## src/rtl/riscv_core_mul_pkg.sv

```systemverilog
// Shared types and constants for the RV64M multiply sequencer and its shift-add core.
package riscv_core_mul_pkg;

    localparam int CORE_LAT = 64;

    typedef enum logic [1:0] {
        OP_MUL    = 2'b00,
        OP_MULH   = 2'b01,
        OP_MULHSU = 2'b10,
        OP_MULHU  = 2'b11
    } mul_op_e;

    typedef enum logic [2:0] {
        ST_IDLE,
        ST_START,
        ST_WAIT,
        ST_FIXUP,
        ST_RESP
    } mulctl_state_e;

    // {a_signed, b_signed}; MUL and MULW produce sign-independent low bits, so both are unsigned.
    function automatic logic [1:0] sign_class(mul_op_e op, logic word);
        logic [1:0] cls;
        cls = 2'b00;
        if (!word) begin
            cls[1] = (op == OP_MULH) || (op == OP_MULHSU);
            cls[0] = (op == OP_MULH);
        end
        return cls;
    endfunction

endpackage

```

## src/rtl/riscv_core_booth.sv

```systemverilog
// Unsigned 64-iteration shift-add multiplier; the first iteration happens on the enable edge.
module riscv_core_booth #(
    parameter int XLEN = 64
) (
    input  logic              clk,
    input  logic              rst_n,
    input  logic              en,
    input  logic [XLEN-1:0]   mcand,
    input  logic [XLEN-1:0]   mplier,
    output logic              done,
    output logic [2*XLEN-1:0] product
);
    localparam int CW = $clog2(XLEN) + 1;

    logic [2*XLEN-1:0] acc_q;
    logic [2*XLEN-1:0] src;
    logic [2*XLEN-1:0] acc_next;
    logic [XLEN:0]     sum;
    logic [CW-1:0]     cnt_q;
    logic              busy_q;
    logic              done_q;

    always_comb begin
        src      = en ? {{XLEN{1'b0}}, mplier} : acc_q;
        sum      = {1'b0, src[2*XLEN-1:XLEN]} + (src[0] ? {1'b0, mcand} : {(XLEN+1){1'b0}});
        acc_next = {sum, src[XLEN-1:1]};
    end

    always_ff @(posedge clk or negedge rst_n) begin
        if (!rst_n) begin
            acc_q  <= '0;
            cnt_q  <= '0;
            busy_q <= 1'b0;
            done_q <= 1'b0;
        end else begin
            done_q <= 1'b0;
            if (en) begin
                acc_q  <= acc_next;
                cnt_q  <= CW'(1);
                busy_q <= 1'b1;
            end else if (busy_q) begin
                acc_q <= acc_next;
                cnt_q <= cnt_q + CW'(1);
                if (cnt_q == CW'(XLEN - 1)) begin
                    busy_q <= 1'b0;
                    done_q <= 1'b1;
                end
            end
        end
    end

    assign done    = done_q;
    assign product = acc_q;

endmodule

```

## src/rtl/riscv_core_mul_ctrl.sv

```systemverilog
// RV64M multiply sequencer: magnitude conversion, shift-add core, sign fixup, result select.
// Optional MUL_FUSE_CACHE_EN keeps the last full product for back-to-back MULH*/MUL fusion.
module riscv_core_mul_ctrl #(
    parameter int XLEN     = 64,
    parameter int CORE_LAT = riscv_core_mul_pkg::CORE_LAT
) (
    input  logic            i_mulctl_clk,
    input  logic            i_mulctl_rst,
    input  logic            i_mulctl_flush,
    input  logic            i_mulctl_valid,
    output logic            o_mulctl_ready,
    input  logic [1:0]      i_mulctl_op,
    input  logic            i_mulctl_word,
    input  logic [XLEN-1:0] i_mulctl_rs1,
    input  logic [XLEN-1:0] i_mulctl_rs2,
    input  logic [4:0]      i_mulctl_rd,
    output logic            o_mulctl_valid,
    input  logic            i_mulctl_ready,
    output logic [XLEN-1:0] o_mulctl_result,
    output logic [4:0]      o_mulctl_rd,
    output logic            o_mulctl_busy
);
    import riscv_core_mul_pkg::*;

    mulctl_state_e     state_q, state_d;
    mul_op_e           op_in, op_q;
    logic [1:0]        cls_in;
    logic              word_q, neg_q, neg_in, zero_in, accept, hit, timeout;
    logic [XLEN-1:0]   a_in, b_in, a_mag_in, b_mag_in, a_mag_q, b_mag_q;
    logic [XLEN-1:0]   result_q, fix_result, fast_result;
    logic [4:0]        rd_q;
    logic [2*XLEN-1:0] prod_q, fixed;
    logic [7:0]        wait_cnt_q;
    logic              core_rst_n_q, core_en, core_done;
    logic [2*XLEN-1:0] core_product;

    always_comb begin
        op_in    = mul_op_e'(i_mulctl_op);
        cls_in   = sign_class(op_in, i_mulctl_word);
        a_in     = i_mulctl_word ? {{(XLEN-32){1'b0}}, i_mulctl_rs1[31:0]} : i_mulctl_rs1;
        b_in     = i_mulctl_word ? {{(XLEN-32){1'b0}}, i_mulctl_rs2[31:0]} : i_mulctl_rs2;
        a_mag_in = (cls_in[1] && a_in[XLEN-1]) ? -a_in : a_in;
        b_mag_in = (cls_in[0] && b_in[XLEN-1]) ? -b_in : b_in;
        neg_in   = (cls_in[1] & a_in[XLEN-1]) ^ (cls_in[0] & b_in[XLEN-1]);
        zero_in  = (a_in == '0) || (b_in == '0);
        accept   = i_mulctl_valid && (state_q == ST_IDLE) && !i_mulctl_flush;
        timeout  = ({24'd0, wait_cnt_q} > 32'(CORE_LAT + 2));
    end

`ifdef MUL_FUSE_CACHE_EN
    logic              cache_vld_q;
    logic [2*XLEN-1:0] cache_prod_q;
    logic [XLEN-1:0]   cache_a_q, cache_b_q, rs1_q, rs2_q;
    logic [1:0]        cache_cls_q, cls_q;

    always_comb begin
        hit = cache_vld_q && !i_mulctl_word && (i_mulctl_rs1 == cache_a_q) &&
              (i_mulctl_rs2 == cache_b_q) && ((cls_in == cache_cls_q) || (op_in == OP_MUL));
        fast_result = '0;
        if (hit)
            fast_result = (op_in == OP_MUL) ? cache_prod_q[XLEN-1:0] : cache_prod_q[2*XLEN-1:XLEN];
    end

    // NOTE: only the valid bit is reset; the payload is never read while it is clear.
    always_ff @(posedge i_mulctl_clk) begin
        if (i_mulctl_rst || i_mulctl_flush) begin
            cache_vld_q <= 1'b0;
        end else if (accept && i_mulctl_word) begin
            cache_vld_q <= 1'b0;
        end else if (state_q == ST_FIXUP && !word_q) begin
            cache_vld_q  <= 1'b1;
            cache_prod_q <= fixed;
            cache_a_q    <= rs1_q;
            cache_b_q    <= rs2_q;
            cache_cls_q  <= cls_q;
        end
        if (accept) begin
            rs1_q <= i_mulctl_rs1;
            rs2_q <= i_mulctl_rs2;
            cls_q <= cls_in;
        end
    end
`else
    always_comb begin
        hit         = 1'b0;
        fast_result = '0;
    end
`endif

    always_comb begin
        fixed = neg_q ? -prod_q : prod_q;
        if (word_q)
            fix_result = {{(XLEN-32){fixed[31]}}, fixed[31:0]};
        else if (op_q == OP_MUL)
            fix_result = fixed[XLEN-1:0];
        else
            fix_result = fixed[2*XLEN-1:XLEN];
    end

    // NOTE: every output of this block gets a default first, so no path can infer a latch.
    always_comb begin
        state_d = state_q;
        core_en = 1'b0;
        case (state_q)
            ST_IDLE:  if (accept) state_d = (zero_in || hit) ? ST_RESP : ST_START;
            ST_START: begin
                core_en = !i_mulctl_flush;
                state_d = ST_WAIT;
            end
            ST_WAIT: begin
                if (core_done)    state_d = ST_FIXUP;
                else if (timeout) state_d = ST_RESP;
            end
            ST_FIXUP: state_d = ST_RESP;
            ST_RESP:  if (i_mulctl_ready) state_d = ST_IDLE;
            default:  state_d = ST_IDLE;
        endcase
        if (i_mulctl_flush) state_d = ST_IDLE;
    end

    // NOTE: non-blocking assignments so every register here samples pre-edge values.
    always_ff @(posedge i_mulctl_clk) begin
        if (i_mulctl_rst) begin
            state_q      <= ST_IDLE;
            op_q         <= OP_MUL;
            word_q       <= 1'b0;
            neg_q        <= 1'b0;
            rd_q         <= '0;
            a_mag_q      <= '0;
            b_mag_q      <= '0;
            prod_q       <= '0;
            result_q     <= '0;
            wait_cnt_q   <= '0;
            core_rst_n_q <= 1'b0;
        end else begin
            state_q      <= state_d;
            core_rst_n_q <= !i_mulctl_flush;
            wait_cnt_q   <= (state_q == ST_WAIT) ? wait_cnt_q + 8'd1 : 8'd0;
            if (accept) begin
                op_q     <= op_in;
                word_q   <= i_mulctl_word;
                rd_q     <= i_mulctl_rd;
                a_mag_q  <= a_mag_in;
                b_mag_q  <= b_mag_in;
                neg_q    <= neg_in;
                result_q <= fast_result;
            end
            if (state_q == ST_WAIT && core_done)
                prod_q <= core_product;
            if (state_q == ST_FIXUP)
                result_q <= fix_result;
            else if (state_q == ST_WAIT && timeout && !core_done)
                result_q <= '0;
            if (state_q == ST_WAIT)
                assert (!timeout || core_done);
        end
    end

    // Multiplicand stays in a_mag_q for the whole WAIT phase; the core reads it every iteration.
    riscv_core_booth #(.XLEN(XLEN)) u_core (
        .clk     (i_mulctl_clk),
        .rst_n   (core_rst_n_q),
        .en      (core_en),
        .mcand   (a_mag_q),
        .mplier  (b_mag_q),
        .done    (core_done),
        .product (core_product)
    );

    assign o_mulctl_ready  = (state_q == ST_IDLE);
    assign o_mulctl_valid  = (state_q == ST_RESP);
    assign o_mulctl_busy   = (state_q != ST_IDLE);
    assign o_mulctl_result = result_q;
    assign o_mulctl_rd     = rd_q;

endmodule
```

## config.mk

```make
export PLATFORM = sky130hd
export DESIGN_NAME = riscv_core_mul_ctrl
export DESIGN_NICKNAME = d
export VERILOG_FILES = /design/src/rtl/riscv_core_mul_pkg.sv /design/src/rtl/riscv_core_booth.sv /design/src/rtl/riscv_core_mul_ctrl.sv
export SDC_FILE = /design/constraint.sdc
export NUM_CORES = 2
export LEC_CHECK = 0
export CAP_MARGIN = 20
export CORE_AREA = 2 2 335 171
export DETAILED_ROUTE_END_ITERATION = 10
export DIE_AREA = 0 0 337 173
export PLACE_DENSITY = 0.75
export RECOVER_POWER = 100
export SYNTH_ARGS = -nofsm -noshare
export SYNTH_HDL_FRONTEND = slang
export SYNTH_HIERARCHICAL = 1
export SYNTH_SLANG_ARGS = --single-unit
```

## constraint.sdc

```tcl
create_clock -name i_mulctl_clk -period 10.6 [get_ports i_mulctl_clk]
set_input_delay 2.12 -clock i_mulctl_clk [delete_from_list [all_inputs] [get_ports i_mulctl_clk]]
set_output_delay 2.12 -clock i_mulctl_clk [all_outputs]
set_load 0.02 [all_outputs]
```

# Yosys cells after proc, flatten, opt, wreduce, memory -nomap -nowiden
# Index checks and enable logic that the tools add are counted.
# totals
ff_bits	478
inputBits	141
output_inout_bits	72
wordCells	87
# classes
n_addsub	6
n_lt_le_gt_ge	1
n_eq_ne	10
n_mux	30
bitwise_logic	4
reduce_logical	21
# ops
op	n
64-bit two-way mux	10
128-bit two-way mux	4
64-bit zero test	2
128-bit negation	1
64-bit negation	2
64-bit by 65-bit adder with 65-bit output	1
3-bit two-way mux	5
3-bit one-hot mux with 5 select lines	1
7-bit two-way mux	2
8-bit by 1-bit adder with 8-bit output (second input constant)	1
8-bit by 7-bit greater-than comparator with 1-bit output (second input constant)	1
7-bit by 1-bit adder with 7-bit output (second input constant)	1
7-bit by 6-bit == test with 1-bit output (second input constant)	1
1-bit logical AND	7
1-bit two-way mux	7
3-bit by 2-bit == test with 1-bit output (second input constant)	2
3-bit nonzero test	2
2-bit by 1-bit != test with 1-bit output (second input constant)	2
2-bit OR reduction	2
3-bit by 1-bit == test with 1-bit output (second input constant)	1
3-bit == test (second input constant)	1
3-bit zero test	1
3-bit by 2-bit != test with 1-bit output (second input constant)	1
3-bit AND reduction	1
other kinds (10)	13

# Longest topological paths before layout
# depth
depth_word	7
mapped_depth	18
mapped_depth_nobuf	16

# Hierarchy
# Netlist, hierarchy kept.
# modules_own_cells
mod	n_inst	cells_each	area_per_inst_um2
riscv_core_mul_ctrl	1	2722	20031.7
riscv_core_booth	1	1225	10213.5

# Worst setup path after synthesis
# No wires, ideal clock.
# synth_timing
path_kind	in2reg
start	in i_mulctl_flush
end	reg u_core.acc_q[123], in the netlist u_core/product[123]
setup_time_ns	0.077
arrival_time_ns	5.773
setup_slack_ns	4.750
stages	16
path_buffers	4
cell_sequence	nor4_1 > clkbuf_1 > clkbuf_1 > clkbuf_1 > nor2b_1 > ha_1 > buf_2 > nand4_1 > or3_1 > nor3_2 > nor2_2 > o41ai_4 > a21oi_2 > o21ai_2 > mux2_1 > a21oi_1
# synth_between
elab_chain_cells	7
word_cells_on_any_way	8
# synth_rtl
item	line	source
from (decl)	riscv_core_mul_ctrl.sv:9	input logic i_mulctl_flush,
1-bit zero test *	riscv_core_mul_ctrl.sv:107	core_en = !i_mulctl_flush;
1-bit two-way mux *	riscv_core_mul_ctrl.sv:104	case (state_q)
128-bit two-way mux	riscv_core_booth.sv:24	src = en ? {{XLEN{1'b0}}, mplier} : acc_q;
64-bit two-way mux	riscv_core_booth.sv:25	sum = {1'b0, src[2*XLEN-1:XLEN]} + (src[0] ? {1'b0, mcand} : {(XLEN+1){1'b0}});
64-bit by 65-bit adder with 65-bit output	riscv_core_booth.sv:25	
128-bit two-way mux	riscv_core_booth.sv:41	end else if (busy_q) begin
128-bit two-way mux	riscv_core_booth.sv:37	if (en) begin
to (signal assigned)	riscv_core_booth.sv:38	acc_q <= acc_next;
to (signal assigned)	riscv_core_booth.sv:42	acc_q <= acc_next;
to (decl)	riscv_core_booth.sv:15	logic [2*XLEN-1:0] acc_q;
# Every way passes the cells marked *; elsewhere a longest branch is shown, timed or not. The select of a mux whose other input is x is not followed.
# A chain may end at the register's enable or synchronous reset.

# Worst setup path after layout
# layout_timing
start	in i_mulctl_flush
end	reg u_core.acc_q[105], in the netlist u_core/product[105]
# layout_between
elab_chain_cells	7
word_cells_on_any_way	8
# layout_rtl
item	line	source
1-bit zero test *	riscv_core_mul_ctrl.sv:107	
1-bit two-way mux *	riscv_core_mul_ctrl.sv:104	
via core_en	riscv_core_mul_ctrl.sv:34	logic core_rst_n_q, core_en, core_done;
128-bit two-way mux	riscv_core_booth.sv:24	
64-bit two-way mux	riscv_core_booth.sv:25	
64-bit by 65-bit adder with 65-bit output	riscv_core_booth.sv:25	
128-bit two-way mux	riscv_core_booth.sv:41	
128-bit two-way mux	riscv_core_booth.sv:37	
# Mark *: on every way through the listed nets, which the timed path passes. The rest lies on a longest branch. The select of a mux whose other input is x is not followed.

==> results <==
- In the routed design, unresolved DRC markers number 0.
- The data required time at the worst endpoint is around 11,000 ps.
- The number of enable flip-flop cells after synthesis is 0.
- For this design, the sink count on the clock tree is 478.
- The clock-pin slew of the registers on the worst-case setup and hold paths is 70 ps.
- The total chip power is 5770 µW.
- Setup violations remaining at the end of the flow were counted as 0.
- The number of warnings issued by yosys is 6.
- The residual overflow from global routing is 0.
- The worst-case clock buffer depth is 3.
- In this run the clock root is driven by a sky130_fd_sc_hd__clkbuf_16.
- Across the run, the number of max-cap violations was 8.
- The flip-flop and latch count after synthesis is 478.
- Synthesis instantiated 98 different standard cells from the library.
- The post-synthesis cell area is 30,200 µm².
- Entering global routing, the biggest net connects 202 pins.
- The number of endpoints with negative hold slack in the final report is 0.
- The final layout net count is between 4k and 5k.
- The total setup buffers inserted after CTS is 0.
- The number of clock buffers added by TritonCTS is 46.
- Counting every net in the synthesized netlist gives 4,160.
- The library cell used most frequently in the layout, excluding fill and tap cells, is sky130_fd_sc_hd__nand2_1.
- Across the routed clock network, the largest skew measured is about 20 ps.
- Once detail routing completed, the nets flagged for antenna violations numbered 0.
- Input and output buffers added on the ports amount to 212.
- The site row count is 61.
- The relative slew slack is -3.03.
- The busiest layer in global routing is met2.
- The number of max-slew violations in the final report is 509.
- At the pin with the least slew margin, the transition time is approximately 6000 ps.
- In the finished design, the share of the clock period the worst path needs comes to 0.805.
- The final reports fail on capacitance limit, slew limit.
- The standard cell core area is around 55,000 µm².
- Timing would allow up to between 0.1 and 0.15 GHz.
- The clock latency reported for the late side of the worst-skew pair is 610 ps.
- The effective utilization at floorplan is 0.548.
- The first global-routing pass estimated between 150,000 and 200,000 µm of wire.
- Across all hold checks on the routed design, the worst slack comes to about 450 ps.
- The worst path arrival time is 8870 ps.
- IR analysis of the VDD net gives a maximum drop of about 0.16 mV.
- The slowest stage of the critical path belongs to the cell sky130_fd_sc_hd__nor4_1.
- The signal on the critical path passes through dlygate4sd3_1, nor4_1, mux2i_4, buf_12, clkbuf_1, nor2b_1, ha_1, a21oi_1, o21ai_2, a211oi_1, o211ai_1, nand2_1, o21ai_0, a21boi_0, o21bai_1, xnor2_1, a21oi_1.
- The startpoint type of the worst setup path is a primary input.
- The analysis attributes to cell leakage a power of around 0.014 µW.
- The total power divided by cell area is 169 nW/µm².
- In the global route stage, met1 resource usage came out at 0.545.
- In the layout the commonest cells are sky130_fd_sc_hd__nand2_1 (654), sky130_fd_sc_hd__a21oi_1 (371), sky130_fd_sc_hd__dfxtp_1 (340).
- Counting flops with an async set or reset pin after synthesis yields a share of 0.287.
- The global placer's final weighted congestion is 1.04.
- The number of global-route vias before repair came to 28.8k.
- In this run, the number of DRC markers left after iteration 0 of detailed routing was 3,926.
- The number of H-tree branching levels is 2.
- The number of vias in the routed layout is 31.1k.
- The floorplan step set the die height to 173 µm.
- The run finished, with violations left.
- The number of instances in the synthesized netlist is about 3.9k.
- The floorplan step set the die width to 337 µm.
- The pre-antenna-repair detailed-routing pass consisted of 6 iterations.
- Across every metal layer, demand over resource in global routing totals 0.384.
- For this run, global-route usage on met2 was measured as 0.557.
- After clock tree synthesis, the repair step resized 0 gates.
- The category of the most critical setup path is in2reg.
- The number of hold-repair buffers added at the cts stage is 0.
- The detail-routed via count per cell is 6.53.
- The layout-stage area growth over the synthesis result is 13.0%.
- The leading register cell type out of synthesis is sky130_fd_sc_hd__dfxtp_1.
- Dividing the synthesized area by the synthesized cell count gives between 7 and 8 µm².
- The clock tree from TritonCTS is yes.
- Setup repair after global routing left no endpoint under its margin.
- The share of synthesized area occupied by flip-flops and latches is 0.339.
- In this design, the stage delay of the slowest critical-path cell is ~1300 ps.
- Among the stages of the critical path, the cell type that occurs most often is sky130_fd_sc_hd__a21oi_1.
- The routed design has 115,000 µm of wire.
- The finished cells cover 34,200 µm².
- The time the final worst path needs with I/O delays and setup is 8540 ps.
- The floorplan step defined a die boundary enclosing 58,300 µm².
- The proportion of layout cells with a drive suffix above 1 is 0.0511.
- The average wire length per cell after detail routing is 24.0 µm.
- 213 I/O pins were placed.
- For this run, global-route usage on met3 was measured as 0.105.
- The peak fanout along the critical path is 34.
- STA classifies the critical path endpoint as a flip-flop.
- Detailed placement ended at an HPWL of 85,800 µm.
- The tightest min-delay check is of the reg2reg type.
- After routing, the total negative slack on setup checks comes to 0 ps.
- The initial antenna violation count is 2.
- After detailed placement, the total cell area comes to 32,700 µm².
## critical path: cells and delay by family
kind	cells	cell delay (ps)
buffers and inverters	3	2060
xor gates and xnor gates	1	130
adders and majority gates	1	480
AOI/OAI and AO/OA	8	1940
and+or+nand+nor	3	1620
muxes	1	470
## where the power goes
| group | total, µW | switching (µW) | internal [µW] |
|---|---|---|---|
| Clock | 1740 | 812 | 929 |
| Combinational | 1640 | 980 | 659 |
| Sequential | 2390 | 320 | 2070 |
## Yosys cell counts (16+ instances only)
cell type / number / share of area
sky130_fd_sc_hd__nand2_1: 655 / 0.081
sky130_fd_sc_hd__a21oi_1: 371 / 0.061
sky130_fd_sc_hd__dfxtp_1: 341 / 0.23
sky130_fd_sc_hd__nor2_1: 314 / 0.039
sky130_fd_sc_hd__clkbuf_1: 247 / 0.031
sky130_fd_sc_hd__o21ai_0: 224 / 0.037
sky130_fd_sc_hd__nor2b_1: 140 / 0.029
sky130_fd_sc_hd__dfrtp_1: 137 / 0.11
sky130_fd_sc_hd__nor3_1: 121 / 0.020
sky130_fd_sc_hd__xor2_1: 105 / 0.030
sky130_fd_sc_hd__xnor2_1: 101 / 0.029
sky130_fd_sc_hd__nor4_1: 97 / 0.020
sky130_fd_sc_hd__mux2i_1: 83 / 0.027
sky130_fd_sc_hd__a211oi_1: 76 / 0.019
sky130_fd_sc_hd__or3_1: 76 / 0.016
sky130_fd_sc_hd__ha_1: 71 / 0.029
sky130_fd_sc_hd__nand3_1: 63 / 0.010
sky130_fd_sc_hd__nand4_1: 55 / 0.011
sky130_fd_sc_hd__o31ai_1: 48 / 0.012
sky130_fd_sc_hd__a31oi_1: 41 / 0.0085
sky130_fd_sc_hd__inv_1: 41 / 0.0051
sky130_fd_sc_hd__a21o_1: 38 / 0.0094
sky130_fd_sc_hd__and3_1: 28 / 0.0058
sky130_fd_sc_hd__a311oi_1: 27 / 0.0078
sky130_fd_sc_hd__or4_1: 26 / 0.0065
sky130_fd_sc_hd__o21ai_1: 22 / 0.0036
sky130_fd_sc_hd__o41ai_1: 22 / 0.0064
sky130_fd_sc_hd__buf_2: 19 / 0.0031
sky130_fd_sc_hd__o22ai_1: 19 / 0.0039
sky130_fd_sc_hd__or2_2: 18 / 0.0037
sky130_fd_sc_hd__a22o_1: 17 / 0.0049
sky130_fd_sc_hd__nand2b_1: 16 / 0.0033
sky130_fd_sc_hd__o21a_1: 16 / 0.0040
## worst paths after layout
path                                                        from                          endpoint  slack (ps)  cells after the start
max in group asynchronous                core_rst_n_q$_SDFF_PP0_    u_core/product[80]$_DFFE_PN0P_        4420                      1
worst min-delay path            o_mulctl_result[48]$_SDFFE_PP0P_  o_mulctl_result[48]$_SDFFE_PP0P_         450                      2
worst max register to register           state_q[0]$_SDFFE_PP0P_   u_core/product[105]$_DFFE_PN0P_        3590                     17
min in group asynchronous                core_rst_n_q$_SDFF_PP0_    u_core/product[43]$_DFFE_PN0P_        1310                      0
worst max-delay path                              i_mulctl_flush   u_core/product[105]$_DFFE_PN0P_        2060                     17
worst min register to register  o_mulctl_result[48]$_SDFFE_PP0P_  o_mulctl_result[48]$_SDFFE_PP0P_         450                      2
## through the flow
stage / utilization / std cells / worst slack [ps]
after floorplan: - / 3947 / 4750
after global placement: 0.592 / 4674 / 2950
after detailed placement: 0.592 / 4676 / 2850
after CTS: 0.620 / 4762 / 3470
after global routing: 0.619 / 4764 / 1800
final: 0.619 / 4766 / 2060
## registers in the layout, indices dropped and copies added, names as in the netlist
signal,cells
prod_q,128
u_core/product,128
wait_cnt_q,8
neg_q,1
word_q,1
o_mulctl_result,64
state_q,3
u_core/done,1
a_mag_q,64
o_mulctl_rd,5
u_core/cnt_q,7
core_rst_n_q,1
b_mag_q,64
op_q,2
u_core/busy_q,1
## routing by layer
metal / vias to the layer above / share of wire
met2: 1542 / 0.41
li1: 14300 / -
met1: 15000 / 0.44
met3: 246 / 0.11
met5: - / 0.000070
met4: 2 / 0.039
## final cells by class
class                   instances  area, µm²
flip-flops and latches        478      10300
inverters                      41        154
repair buffers                260       2480
multi-input cells            3143      18800
clock buffers                  58       1280
well taps                     756        946
clock inverters                28        295
fillers                      4983      21000
diodes                          2       5.00
## cells by family (layout without fill, tap and decap cells)
family | Yosys count | after routing | synth area share
and+or+nand+nor | 1686 | 1686 | 0.270
AOI/OAI and AO/OA | 1083 | 1083 | 0.226
DFF | 478 | 478 | 0.339
buffers and inverters | 326 | 387 | 0.0421
xor gates and xnor gates | 206 | 206 | 0.0597
muxes | 96 | 96 | 0.0323
adders and majority gates | 72 | 72 | 0.0300
other | 0 | 2 | 0
No activity file was read; power rests on OpenSTA's default activity.
